===== src/rtl/sram_axi_slave_if.sv =====
// AXI write/read channel bundle between an AXI master and the SRAM slave.
interface sram_axi_slave_if #(parameter int ID_W = 8);
    logic [ID_W-1:0] AWID;
    logic [31:0]     AWADDR;
    logic [3:0]      AWLEN;
    logic            AWVALID;
    logic            AWREADY;
    logic [31:0]     WDATA;
    logic [3:0]      WSTRB;
    logic            WLAST;
    logic            WVALID;
    logic            WREADY;
    logic [ID_W-1:0] BID;
    logic [1:0]      BRESP;
    logic            BVALID;
    logic            BREADY;
    logic [ID_W-1:0] ARID;
    logic [31:0]     ARADDR;
    logic [3:0]      ARLEN;
    logic            ARVALID;
    logic            ARREADY;
    logic [ID_W-1:0] RID;
    logic [31:0]     RDATA;
    logic [1:0]      RRESP;
    logic            RLAST;
    logic            RVALID;
    logic            RREADY;

    modport slave (
        input  AWID, AWADDR, AWLEN, AWVALID, WDATA, WSTRB, WLAST, WVALID, BREADY,
               ARID, ARADDR, ARLEN, ARVALID, RREADY,
        output AWREADY, WREADY, BID, BRESP, BVALID, ARREADY, RID, RDATA, RRESP, RLAST, RVALID
    );
    modport master (
        output AWID, AWADDR, AWLEN, AWVALID, WDATA, WSTRB, WLAST, WVALID, BREADY,
               ARID, ARADDR, ARLEN, ARVALID, RREADY,
        input  AWREADY, WREADY, BID, BRESP, BVALID, ARREADY, RID, RDATA, RRESP, RLAST, RVALID
    );
endinterface


===== src/rtl/sram_axi_slave.sv =====
// Single-outstanding AXI slave in front of a 32K x 32 synchronous SRAM (INCR, word size).
// AXI_BURST_EN: when defined AWLEN/ARLEN are honoured, otherwise every transfer is one beat.
module sram_axi_slave #(
    parameter int ID_W = 8
) (
    input  logic            ACLK,
    input  logic            ARESETn,
    sram_axi_slave_if.slave axi,
    output logic            CS,
    output logic            WE,
    output logic [14:0]     A,
    output logic [3:0]      BYTE,
    output logic [31:0]     DI,
    input  logic [31:0]     DO
);
    typedef enum logic [2:0] {IDLE, RD_REQ, RD_DATA, WR_DATA, WR_RESP} state_t;

    state_t          state_q, state_d;
    logic            rdy_q;
    logic [ID_W-1:0] id_q, id_d;
    logic [14:0]     word_q, word_d;
    logic [3:0]      beat_q, beat_d, len_q, len_d;
    logic [31:0]     rdata_q, rdata_d;
    logic            rd_first_q, rd_first_d;
    logic [3:0]      aw_len, ar_len;

`ifdef AXI_BURST_EN
    assign aw_len = axi.AWLEN;
    assign ar_len = axi.ARLEN;
`else
    assign aw_len = 4'd0;
    assign ar_len = 4'd0;
    logic unused_len;
    assign unused_len = ^{axi.AWLEN, axi.ARLEN};
`endif

    logic unused_bits;
    assign unused_bits = ^{axi.WLAST, axi.AWADDR[31:17], axi.AWADDR[1:0],
                           axi.ARADDR[31:17], axi.ARADDR[1:0]};

    // rdy_q holds the address channels low until the first edge after reset release
    always_ff @(posedge ACLK or negedge ARESETn) begin
        if (!ARESETn) begin
            state_q    <= IDLE;
            rdy_q      <= 1'b0;
            id_q       <= '0;
            word_q     <= '0;
            beat_q     <= '0;
            len_q      <= '0;
            rdata_q    <= '0;
            rd_first_q <= 1'b0;
        end else begin
            state_q    <= state_d;
            rdy_q      <= 1'b1;
            id_q       <= id_d;
            word_q     <= word_d;
            beat_q     <= beat_d;
            len_q      <= len_d;
            rdata_q    <= rdata_d;
            rd_first_q <= rd_first_d;
        end
    end

    always_comb begin
        state_d     = state_q;
        id_d        = id_q;
        word_d      = word_q;
        beat_d      = beat_q;
        len_d       = len_q;
        rdata_d     = rdata_q;
        rd_first_d  = 1'b0;
        axi.AWREADY = 1'b0;
        axi.ARREADY = 1'b0;
        axi.WREADY  = 1'b0;
        axi.BVALID  = 1'b0;
        axi.BID     = id_q;
        axi.BRESP   = 2'b00;
        axi.RVALID  = 1'b0;
        axi.RLAST   = 1'b0;
        axi.RID     = id_q;
        axi.RRESP   = 2'b00;
        // DO is live only in the first data cycle; afterwards the captured copy is held
        axi.RDATA   = rd_first_q ? DO : rdata_q;
        CS          = 1'b0;
        WE          = 1'b0;
        A           = word_q;
        BYTE        = axi.WSTRB;
        DI          = axi.WDATA;
        case (state_q)
            IDLE: begin
                axi.AWREADY = rdy_q;
                axi.ARREADY = rdy_q & ~axi.AWVALID;
                if (axi.AWVALID && rdy_q) begin
                    id_d    = axi.AWID;
                    word_d  = axi.AWADDR[16:2];
                    beat_d  = 4'd0;
                    len_d   = aw_len;
                    state_d = WR_DATA;
                end else if (axi.ARVALID && rdy_q) begin
                    id_d    = axi.ARID;
                    word_d  = axi.ARADDR[16:2];
                    beat_d  = 4'd0;
                    len_d   = ar_len;
                    state_d = RD_REQ;
                end
            end
            WR_DATA: begin
                axi.WREADY = 1'b1;
                if (axi.WVALID) begin
                    CS     = 1'b1;
                    WE     = 1'b1;
                    word_d = word_q + 15'd1;
                    beat_d = beat_q + 4'd1;
                    if (beat_q == len_q) state_d = WR_RESP;
                end
            end
            WR_RESP: begin
                axi.BVALID = 1'b1;
                if (axi.BREADY) state_d = IDLE;
            end
            RD_REQ: begin
                CS         = 1'b1;
                rd_first_d = 1'b1;
                state_d    = RD_DATA;
            end
            RD_DATA: begin
                axi.RVALID = 1'b1;
                axi.RLAST  = (beat_q == len_q);
                if (rd_first_q) rdata_d = DO;
                if (axi.RREADY) begin
                    if (beat_q == len_q) begin
                        state_d = IDLE;
                    end else begin
                        state_d = RD_REQ;
                        word_d  = word_q + 15'd1;
                        beat_d  = beat_q + 4'd1;
                    end
                end
            end
            default: state_d = IDLE;
        endcase
    end
endmodule


===== src/flat_wrapper.sv =====
// flat-port wrapper written by rule: the top's interface ports become plain ports
module sram_axi_slave_flat 
#(
    parameter int ID_W = 8
)
  (ACLK, ARESETn, CS, WE, A, BYTE, DI, DO, axi_AWID, axi_AWADDR, axi_AWLEN, axi_AWVALID, axi_WDATA, axi_WSTRB, axi_WLAST, axi_WVALID, axi_BREADY, axi_ARID, axi_ARADDR, axi_ARLEN, axi_ARVALID, axi_RREADY, axi_AWREADY, axi_WREADY, axi_BID, axi_BRESP, axi_BVALID, axi_ARREADY, axi_RID, axi_RDATA, axi_RRESP, axi_RLAST, axi_RVALID);
  sram_axi_slave_if #(.ID_W(ID_W)) axi_i ();
  input  logic ACLK;
  input  logic ARESETn;
  output logic CS;
  output logic WE;
  output logic [14:0] A;
  output logic [3:0] BYTE;
  output logic [31:0] DI;
  input  logic [31:0] DO;
  input wire logic [$bits(axi_i.AWID)-1:0] axi_AWID;
  input wire logic [$bits(axi_i.AWADDR)-1:0] axi_AWADDR;
  input wire logic [$bits(axi_i.AWLEN)-1:0] axi_AWLEN;
  input wire logic [$bits(axi_i.AWVALID)-1:0] axi_AWVALID;
  input wire logic [$bits(axi_i.WDATA)-1:0] axi_WDATA;
  input wire logic [$bits(axi_i.WSTRB)-1:0] axi_WSTRB;
  input wire logic [$bits(axi_i.WLAST)-1:0] axi_WLAST;
  input wire logic [$bits(axi_i.WVALID)-1:0] axi_WVALID;
  input wire logic [$bits(axi_i.BREADY)-1:0] axi_BREADY;
  input wire logic [$bits(axi_i.ARID)-1:0] axi_ARID;
  input wire logic [$bits(axi_i.ARADDR)-1:0] axi_ARADDR;
  input wire logic [$bits(axi_i.ARLEN)-1:0] axi_ARLEN;
  input wire logic [$bits(axi_i.ARVALID)-1:0] axi_ARVALID;
  input wire logic [$bits(axi_i.RREADY)-1:0] axi_RREADY;
  output wire logic [$bits(axi_i.AWREADY)-1:0] axi_AWREADY;
  output wire logic [$bits(axi_i.WREADY)-1:0] axi_WREADY;
  output wire logic [$bits(axi_i.BID)-1:0] axi_BID;
  output wire logic [$bits(axi_i.BRESP)-1:0] axi_BRESP;
  output wire logic [$bits(axi_i.BVALID)-1:0] axi_BVALID;
  output wire logic [$bits(axi_i.ARREADY)-1:0] axi_ARREADY;
  output wire logic [$bits(axi_i.RID)-1:0] axi_RID;
  output wire logic [$bits(axi_i.RDATA)-1:0] axi_RDATA;
  output wire logic [$bits(axi_i.RRESP)-1:0] axi_RRESP;
  output wire logic [$bits(axi_i.RLAST)-1:0] axi_RLAST;
  output wire logic [$bits(axi_i.RVALID)-1:0] axi_RVALID;
  assign axi_i.AWID = axi_AWID;
  assign axi_i.AWADDR = axi_AWADDR;
  assign axi_i.AWLEN = axi_AWLEN;
  assign axi_i.AWVALID = axi_AWVALID;
  assign axi_i.WDATA = axi_WDATA;
  assign axi_i.WSTRB = axi_WSTRB;
  assign axi_i.WLAST = axi_WLAST;
  assign axi_i.WVALID = axi_WVALID;
  assign axi_i.BREADY = axi_BREADY;
  assign axi_i.ARID = axi_ARID;
  assign axi_i.ARADDR = axi_ARADDR;
  assign axi_i.ARLEN = axi_ARLEN;
  assign axi_i.ARVALID = axi_ARVALID;
  assign axi_i.RREADY = axi_RREADY;
  assign axi_AWREADY = axi_i.AWREADY;
  assign axi_WREADY = axi_i.WREADY;
  assign axi_BID = axi_i.BID;
  assign axi_BRESP = axi_i.BRESP;
  assign axi_BVALID = axi_i.BVALID;
  assign axi_ARREADY = axi_i.ARREADY;
  assign axi_RID = axi_i.RID;
  assign axi_RDATA = axi_i.RDATA;
  assign axi_RRESP = axi_i.RRESP;
  assign axi_RLAST = axi_i.RLAST;
  assign axi_RVALID = axi_i.RVALID;
  sram_axi_slave #(.ID_W(ID_W)) u_core (.ACLK(ACLK), .ARESETn(ARESETn), .axi(axi_i), .CS(CS), .WE(WE), .A(A), .BYTE(BYTE), .DI(DI), .DO(DO));
endmodule

===== config.mk =====
export PLATFORM = sky130hd
export DESIGN_NAME = sram_axi_slave_flat
export DESIGN_NICKNAME = d
export VERILOG_FILES = /design/src/rtl/sram_axi_slave_if.sv /design/src/rtl/sram_axi_slave.sv /design/src/flat_wrapper.sv
export SDC_FILE = /design/constraint.sdc
export NUM_CORES = 1
export LEC_CHECK = 0
export CORE_ASPECT_RATIO = 0.9
export CORE_MARGIN = 4
export CORE_UTILIZATION = 36
export DETAILED_ROUTE_END_ITERATION = 16
export PLACE_DENSITY = 0.82
export SLEW_MARGIN = 20
export SYNTH_ARGS = -nofsm -noshare
export SYNTH_HDL_FRONTEND = slang
export SYNTH_SLANG_ARGS = --single-unit

===== constraint.sdc =====
create_clock -name ACLK -period 2.47 [get_ports ACLK]
set_input_delay 0.247 -clock ACLK [delete_from_list [all_inputs] [get_ports ACLK]]
set_output_delay 0.247 -clock ACLK [all_outputs]
set_load 0.02 [all_outputs]

* Word-level counts from Yosys, hierarchy flattened
Index checks and enable logic that the tools add are counted. W data, S select, Z words.
Storage, ports and cells: register bits 68, bits in latches 0, RAM bits 0, bits in read-only memories 0, input port bits 164, output and inout bits 111, word-level logic and storage cells 64, memories 0
Cells by class: $add $sub $neg 2, multiply operators 0, divide/modulo/power cells 0, magnitude comparators 0, equal/unequal tests 11, shift operators 0, multiplexer cells 33, bitwise logic cells 2, reduce and logical (&&, ||, !) cells 8
Operators with widths (count):
- $mux W15 | 5
- $pmux W15 S3 | 1
- $mux W32 | 1
- $mux W4 | 5
- $mux W3 | 6
- $mux W8 | 2
- $add A15 B1 Y15 const B | 1
- $pmux W3 S5 | 1
- $pmux W4 S3 | 1
- $mux W1 | 10
- $reduce_and A5 Y1 | 2
- $ne A2 B2 Y1 const B | 4
- $eq A3 B2 Y1 const B | 2
- $add A4 B1 Y4 const B | 1
- $eq A4 B4 Y1 | 1
- $eq A3 B1 Y1 const B | 1
- $eq A3 B3 Y1 const B | 1
- $logic_not A3 Y1 | 1
- $ne A3 B1 Y1 const B | 1
- $reduce_bool A3 Y1 | 1
- $logic_and A1 B1 Y1 | 2
- $ne A2 B1 Y1 const B | 1
- $pmux W1 S2 | 1
- $reduce_and A2 Y1 | 1
- 3 further kinds | 3

* Depth between registers and ports, before layout
word-level depth 4, mapped depth 8, depth with buffers taken out 6

* Worst setup path after synthesis
No wires, ideal clock.
kind reg-to-reg, from reg u_core.state_q[1], to reg u_core.word_q[10] (netlist: u_core.A[10]), library setup time 0.123 ns, arrival time 1.877 ns, data required time 2.347 ns, path slack 0.470 ns, cell stages (with the launch flop) 6, buffers on the path 2, period minus slack after synthesis 2.000 ns, path through dfrtp_1 buf_2 nor4b_2 o21ai_1 buf_2 o221a_2
Between the ends: word-level cells in the longest chain between the ends 3, elaborated cells between the ends (all ways) 10, classes of those cells eq/ne (6); mux (1); reduce/logical (3)
RTL lines:
- start, declared | RTL line sram_axi_slave.sv:18 | state_t state_q, state_d;
- start signal, assigned | RTL line sram_axi_slave.sv:53 | state_q <= state_d;
- $eq A3 B2 Y1 / $logic_not A3 Y1 (equally long branches) | RTL line sram_axi_slave.sv:89 | case (state_q)
- $ne A2 B2 Y1 (no source line) (tied with other cells)
- $reduce_and A5 Y1 (no source line)
- end signal, assigned | RTL line sram_axi_slave.sv:56 | word_q <= word_d;
- end, declared | RTL line sram_axi_slave.sv:21 | logic [14:0] word_q, word_d;
Parallel ways exist; a longest one is shown, timed or not. A chain may end at the register's enable or synchronous reset.

* Final worst setup path
from reg u_core.state_q[1], to out axi_ARREADY
Between the ends: word-level cells in the longest chain between the ends 2
RTL lines:
- $logic_not A3 Y1 | RTL line sram_axi_slave.sv:89
- $mux W1 | RTL line sram_axi_slave.sv:89
- end, declared | RTL line flat_wrapper.sv:35 | output wire logic [$bits(axi_i.ARREADY)-1:0] axi_ARREADY;
No other way between the ends.

==> impl_metrics.py <==
metrics = {
    "power_and_ir_drop": {
        "powerDensity_mw_per_mm2": 1420,
        "ir_worst_vdd_v": 0.000505,
        "p_leak_nw": 2.41,
    },
    "cells_and_area": {
        "finalNonFillerCells": 626,
        "syn2layout_area_growth_pct": 43.1,
        "drive_gt1_share_pct": 20.3,
        "diodes": 0,
        "nets": 655,
    },
    "critical_path": {
        "critPathKind": "flip-flop to primary output",
        "cp_slowest_stage_delay_ps": 620,
        "worstPathCellList": "nor4b_2, nor2b_1, clkdlybuf4s50_1",
        "crit_path_end_kind": "primary output",
        "crit_fanout": 11,
        "cp-start-kind": "flip-flop",
        "critical_path_required_ps": 2220,
        "cp_data_arrival_time_ps": 2110,
        "cp_slowest_cell": "clkdlybuf4s50_1",
    },
    "run": {
        "drv_cap": 0,
    },
    "route": {
        "highest_layer": "met4",
        "wl_per_cell_um": 17.0,
        "wl_met1_um": 4130,
        "drtIter0Drc": 142,
        "antenna_left": 0,
        "num_vias": 3320,
        "drt_wl_total_um": 10600,
        "route.met2.wl_um": 5470,
        "wl_met3_um": 751,
        "viasPerCell": 5.30,
        "drtPass1Iterations": 4,
        "drc_errors": 0,
    },
    "timing": {
        "timing_hold_violations_final": 0,
        "drv_slew": 0,
        "min_period_ps": 2350,
        "fmax_mhz": 425,
        "setup_viol": 0,
        "holdWs_ps": 461,
        "slew_headroom_pct": 44.9,
        "rsz0062_at_grt": "no",
        "fin_skew_ps": 10.0,
        "finalCritPeriodShare_pct": 95.3,
        "fin_setup_tns_ps": 0,
        "worst_slew_pin_slew_ps": 824,
    },
    "logic_synthesis": {
        "synth_edf_count": 0,
        "netlist.area_leader.share_pct": 40.2,
        "synth_common_cells": "dfrtp_1, mux2_2, buf_4",
        "synth_area_mm2": 0.00399,
        "synthesis.instances": 377,
        "synth_most_common_cell": "dfrtp_1",
        "ys_warn_count": 0,
        "synth_cell_types": 53,
        "synthTopCellsByArea": "dfrtp_1, mux2_2, buf_4",
        "synth.avg_cell_area_um2": 10.6,
        "ys_ff_latch": 64,
        "synth_top_area_cell": "dfrtp_1",
        "synth-main-ff-cell": "dfrtp_1",
        "async_flop_share_pct": 100,
        "ys_seq_area_share_pct": 40.2,
    },
    "outcome": {
        "status": "finished clean",
    },
    "cts": {
        "cts_made_buffers": 9,
        "cts_tree": "built",
        "clkTransAtPathRegs_ps": 50,
        "postCtsSetupRepairBufs": 0,
        "clockBufferDepth": 2,
        "clock-sinks": 64,
        "cts_root_buf": "clkbuf_16",
        "clk_latency_ps": 320,
        "cts_htree_levels": 3,
    },
    "global_route": {
        "grt_pass1_vias": 3419,
        "grt_pass1_wl_um": 17000,
        "track_usage_pct": 16.2,
        "grt-ovfl-total": 0,
        "grt_max_degree": 33,
        "grt_antenna_before_repair": 0,
    },
    "die": {
        "num_rows": 36,
        "die_h_um": 108,
        "die_x_um": 119,
        "io_pins": 275,
        "fp.dieArea_mm2": 0.0128,
        "coreArea_mm2": 0.0108,
        "initial_core_util_pct": 36.9,
    },
    "placed_design": {
        "dp.cells": 609,
        "port_buffers": 155,
        "place.gp.congestion": 0.875,
        "dp_hpwl_um": 8190,
    },
    "worst_hold_path": {
        "hold_class": "primary input to async pin",
    },
}
-- stage by stage --
stage	setup WS [ps]	instance area, µm²	total power [mW]	util (%)
finish	117	5700	8.12	52.8
global route	4.59	5700	8.62	52.8
CTS	72.7	5700	8.22	52.7
detailed placement	209	5360	6.79	49.6
global placement	205	5360	6.60	49.6
floorplan	470	4000	5.03	-
-- kinds of logic (layout without fill, tap and decap cells) --
family,Yosys count,in the layout,share of synthesized area [%]
mux,84,84,23.2
other cells,2,5,0.188
buf+inv,81,194,12.8
flops,64,64,40.2
compound gates,70,70,12.4
fa+ha+maj,3,3,0.942
simple gates,73,73,10.3
-- worst paths after layout --
path                                          from            endpoint  slack, ps  cells past startpoint
worst max-delay path             u_core.state_q[1]         axi_ARREADY        120                      3
worst min-delay path                       ARESETn    u_core.beat_q[2]        460                      2
worst max register to register   u_core.state_q[2]    u_core.beat_q[1]        270                      5
worst min register to register  u_core.rdata_q[26]  u_core.rdata_q[26]        500                      1
max in group asynchronous                  ARESETn  u_core.rdata_q[24]       1260                      3
min in group ACLK                    axi_WDATA[20]              DI[20]        490                      0
-- per-layer routing --
metal / vias to the layer above / track usage [%]
li1: 1561 / -
met1: 1573 / 19.1
met2: 154 / 28.0
met3: 32 / 4.31
met4: 0 / 7.03
met5: - / 0
-- state kept, by name, summed over array words and instances, names as in the netlist --
signal / count
u_core.axi.BID: 8
u_core.rdata_q: 32
u_core.beat_q: 4
u_core.A: 15
u_core.state_q: 3
u_core.rdy_q: 1
u_core.rd_first_q: 1
-- worst max-delay path, delay by kind of cell, from the launching register on --
kind                   cells  cell delay [ps]
buffers and inverters      1              620
DFF                        1              510
and+or+nand+nor            2              650
-- cells in the final DEF, fill, tap and decap left out, types with 6 or more instances in the layout --
master and n:
clkdlybuf4s50_1 153, dfrtp_1 63, mux2_2 61, mux2i_1 17, nand2_1 15, buf_4 14, a21oi_1 13, nor3_1 11
o21ai_0 11, clkbuf_16 9, nor2_1 8, nand3_1 8, and3_1 8, inv_1 7, mux2_1 6, o22a_1 6
-- cell type report --
type	count	area, µm²
Clock buffer	14	274
Multi-Input combinational cell	235	1890
Sequential cell	64	1600
Tap cell	133	166
Fill cell	950	5110
Timing Repair Buffer	171	1680
Clock inverter	2	60.1
Inverter	7	26.3
-- repair_timing --
item / 4_1_cts / 5_1_grt
gates resized for setup: 1 / 1
endpoints found under the setup margin: 1 / 1
hold buffers: 1 / 0
hold endpoints to repair: 20 / 0
-- power by group --
part / switching (mW) / internal [mW]
Clock: 0.419 / 0.966
Sequential: 0.473 / 1.57
Combinational: 2.29 / 2.41
Total: 3.18 / 4.94
Note: power is estimated with default switching activity, not from simulation.
==> RTL change, RTL diff (same flow settings) <==
Re-encode `state_t` (5 states) as one-hot, 5 bits wide.
--- a/src/rtl/sram_axi_slave.sv
+++ b/src/rtl/sram_axi_slave.sv
@@ -13,7 +13,7 @@
     output logic [31:0]     DI,
     input  logic [31:0]     DO
 );
-    typedef enum logic [2:0] {IDLE, RD_REQ, RD_DATA, WR_DATA, WR_RESP} state_t;
+    typedef enum logic [4:0] {IDLE = 5'b00001, RD_REQ = 5'b00010, RD_DATA = 5'b00100, WR_DATA = 5'b01000, WR_RESP = 5'b10000} state_t;
 
     state_t          state_q, state_d;
     logic            rdy_q;
Formal check against the unedited RTL: no difference found for any inputs over 4 cycles, from zero or initial values and one cycle with ARESETn low; so few cycles prove little.
==> RTL change against the unedited design <==
  * Global-route usage decreased by 0.55 points
  * Maximum frequency increased by 0.86%
  * Count of clock-buffer cells in the layout fell by 1
  * Worst setup slack better by 0.020 ns
  * Hold slack got worse by 0.0058 ns
  * Cell area up 1.3%
  * Area after synthesis increased by 3.1%
  * Utilization fell by 0.22 points
  * Routed wire length is 2.7% lower
  * Sequential cell count up 2
  * Combinational power down 20%
  * Largest cell class unchanged
  * Die area rose by 2.9%
  * Clock power fell by 6%
  * Power is 15% lower
==> RTL change: results (changes against the unedited design) <==
Parameter                              Value

STA
  Worst Tran Pin Value    0.623 ns (was 0.824 ns)

Global routing
  Met1 capacity usage during global routing    0.188 (was 0.191)
  Number of global-route vias before repair    3441 (was 3419)
  GR Util met3    0.0520 (was 0.0431)
  Met2 track demand over resource    0.268 (was 0.280)
  Global-route wire length before repair    17000 um (about the same)
  Largest net degree at the start of global routing    67 (was 33)
  Global routing usage summed across all routing layers    0.157 (was 0.162)

Clock network
  Post-cts sizing count    1 (unchanged)
  Number of CTS-inserted buffers    9 (unchanged)

Outcome
  Status    complete, no violations (unchanged)

Critical path
  Top fanout value on the critical path    6 (was 11)
  Slowest stage cell on the critical path    clkdlybuf4s50_1 (unchanged)

Power
  VDD IR-drop max    645 uV (was 505 uV)
  Comb power    3.74 mW (was 4.69 mW)
  Psw    2.68 mW (was 3.18 mW)
  Sequential power    1.85 mW (was 2.04 mW)
  Reg power frac    0.269 (was 0.251)
  Leakage component of the power    2.55 nW (was 2.41 nW)

Yosys
  Arithmetic-cell share of the synthesized area counting full adders, half adders and majority gates    0.00914 (was 0.00942)
  Portion of netlist area occupied by mux cells    0.218 (was 0.232)
  Ys Warns    0 (unchanged)
  Seq/Total Area, Yosys    0.402 (about the same)
  Leading cell types by count after synthesis    dfrtp_1, mux2_2, buf_4 (unchanged)
  Compound-Gate Fraction of Synth Area    0.132 (was 0.124)
  Top cells by area in the synthesized netlist    dfrtp_1, mux2_2, buf_4 (unchanged)

Finish
  Share of post-route cells with drive strength above 1    0.200 (was 0.203)
  Post-layout nets    668 (was 655)

Routing
  Violation count after the first detailed-route iteration    207 (was 142)
  Total via count after detailed routing    3300 (was 3320)
  Detailed-route wire length    10400 um (was 10600 um)
  Amount of wire on met3 after detailed routing    908 um (was 751 um)
  Met1 Wirelength    4180 um (was 4130 um)

Placement
  Placed wire-length estimate    7730 um (was 8190 um)
  GPL Wtd Cong    0.816 (was 0.875)
## RTL change: cell count changes after synthesis, moves of 6 or more
cell / change
o21ai_1: +6
a21oi_1: +11
nor3_1: -10
nor2_1: +10
## RTL change: through the flow
step	area, um^2	setup WS (ns)	std cells
6_report	5770	0.137	657
4_1_cts	5760	0.0539	656
5_1_grt	5770	0.0603	657
3_3_place_gp	5450	0.419	640
2_1_floorplan	4120	0.760	390
3_5_place_dp	5450	0.314	640
## RTL change: worst min-delay path: stages
cell,delay [ns]
dlygate4sd3_1,0.52
buf_2,0.12
buf_12,0.29
## RTL change: kinds of logic after synthesis
kind of cell	after synthesis
AOI/OAI and AO/OA	79
adders and majority gates	3
buffers and inverters	73
other	2
and+or+nand+nor	83
muxes	81
DFF	66
## RTL change: layout make-up
cell class	instances	area (um^2)
Tap cell	152	190
Fill cell	996	5220
Timing Repair Buffer	166	1650
Multi-Input combinational cell	251	1950
Clock buffer	13	270
Sequential cell	66	1650
Clock inverter	2	35.0
Inverter	7	26.3
## RTL change: worst paths after layout
path	startpoint	depth (start not counted)	end	slack, ns
max	u_core.state_q[4]$_DFFE_PN0P_	4	axi_AWREADY	0.14
min	ARESETn	3	u_core.A[10]$_DFFE_PN0P_	0.46
max reg2reg	u_core.state_q[3]$_DFFE_PN0P_	6	u_core.A[8]$_DFFE_PN0P_	0.48
min reg2reg	u_core.rdata_q[27]$_DFFE_PN0N_	1	u_core.rdata_q[27]$_DFFE_PN0N_	0.48
max in group asynchronous	ARESETn	3	u_core.state_q[0]$_DFFE_PN1P_	1.69
min in group ACLK	u_core.rdata_q[27]$_DFFE_PN0N_	1	u_core.rdata_q[27]$_DFFE_PN0N_	0.48
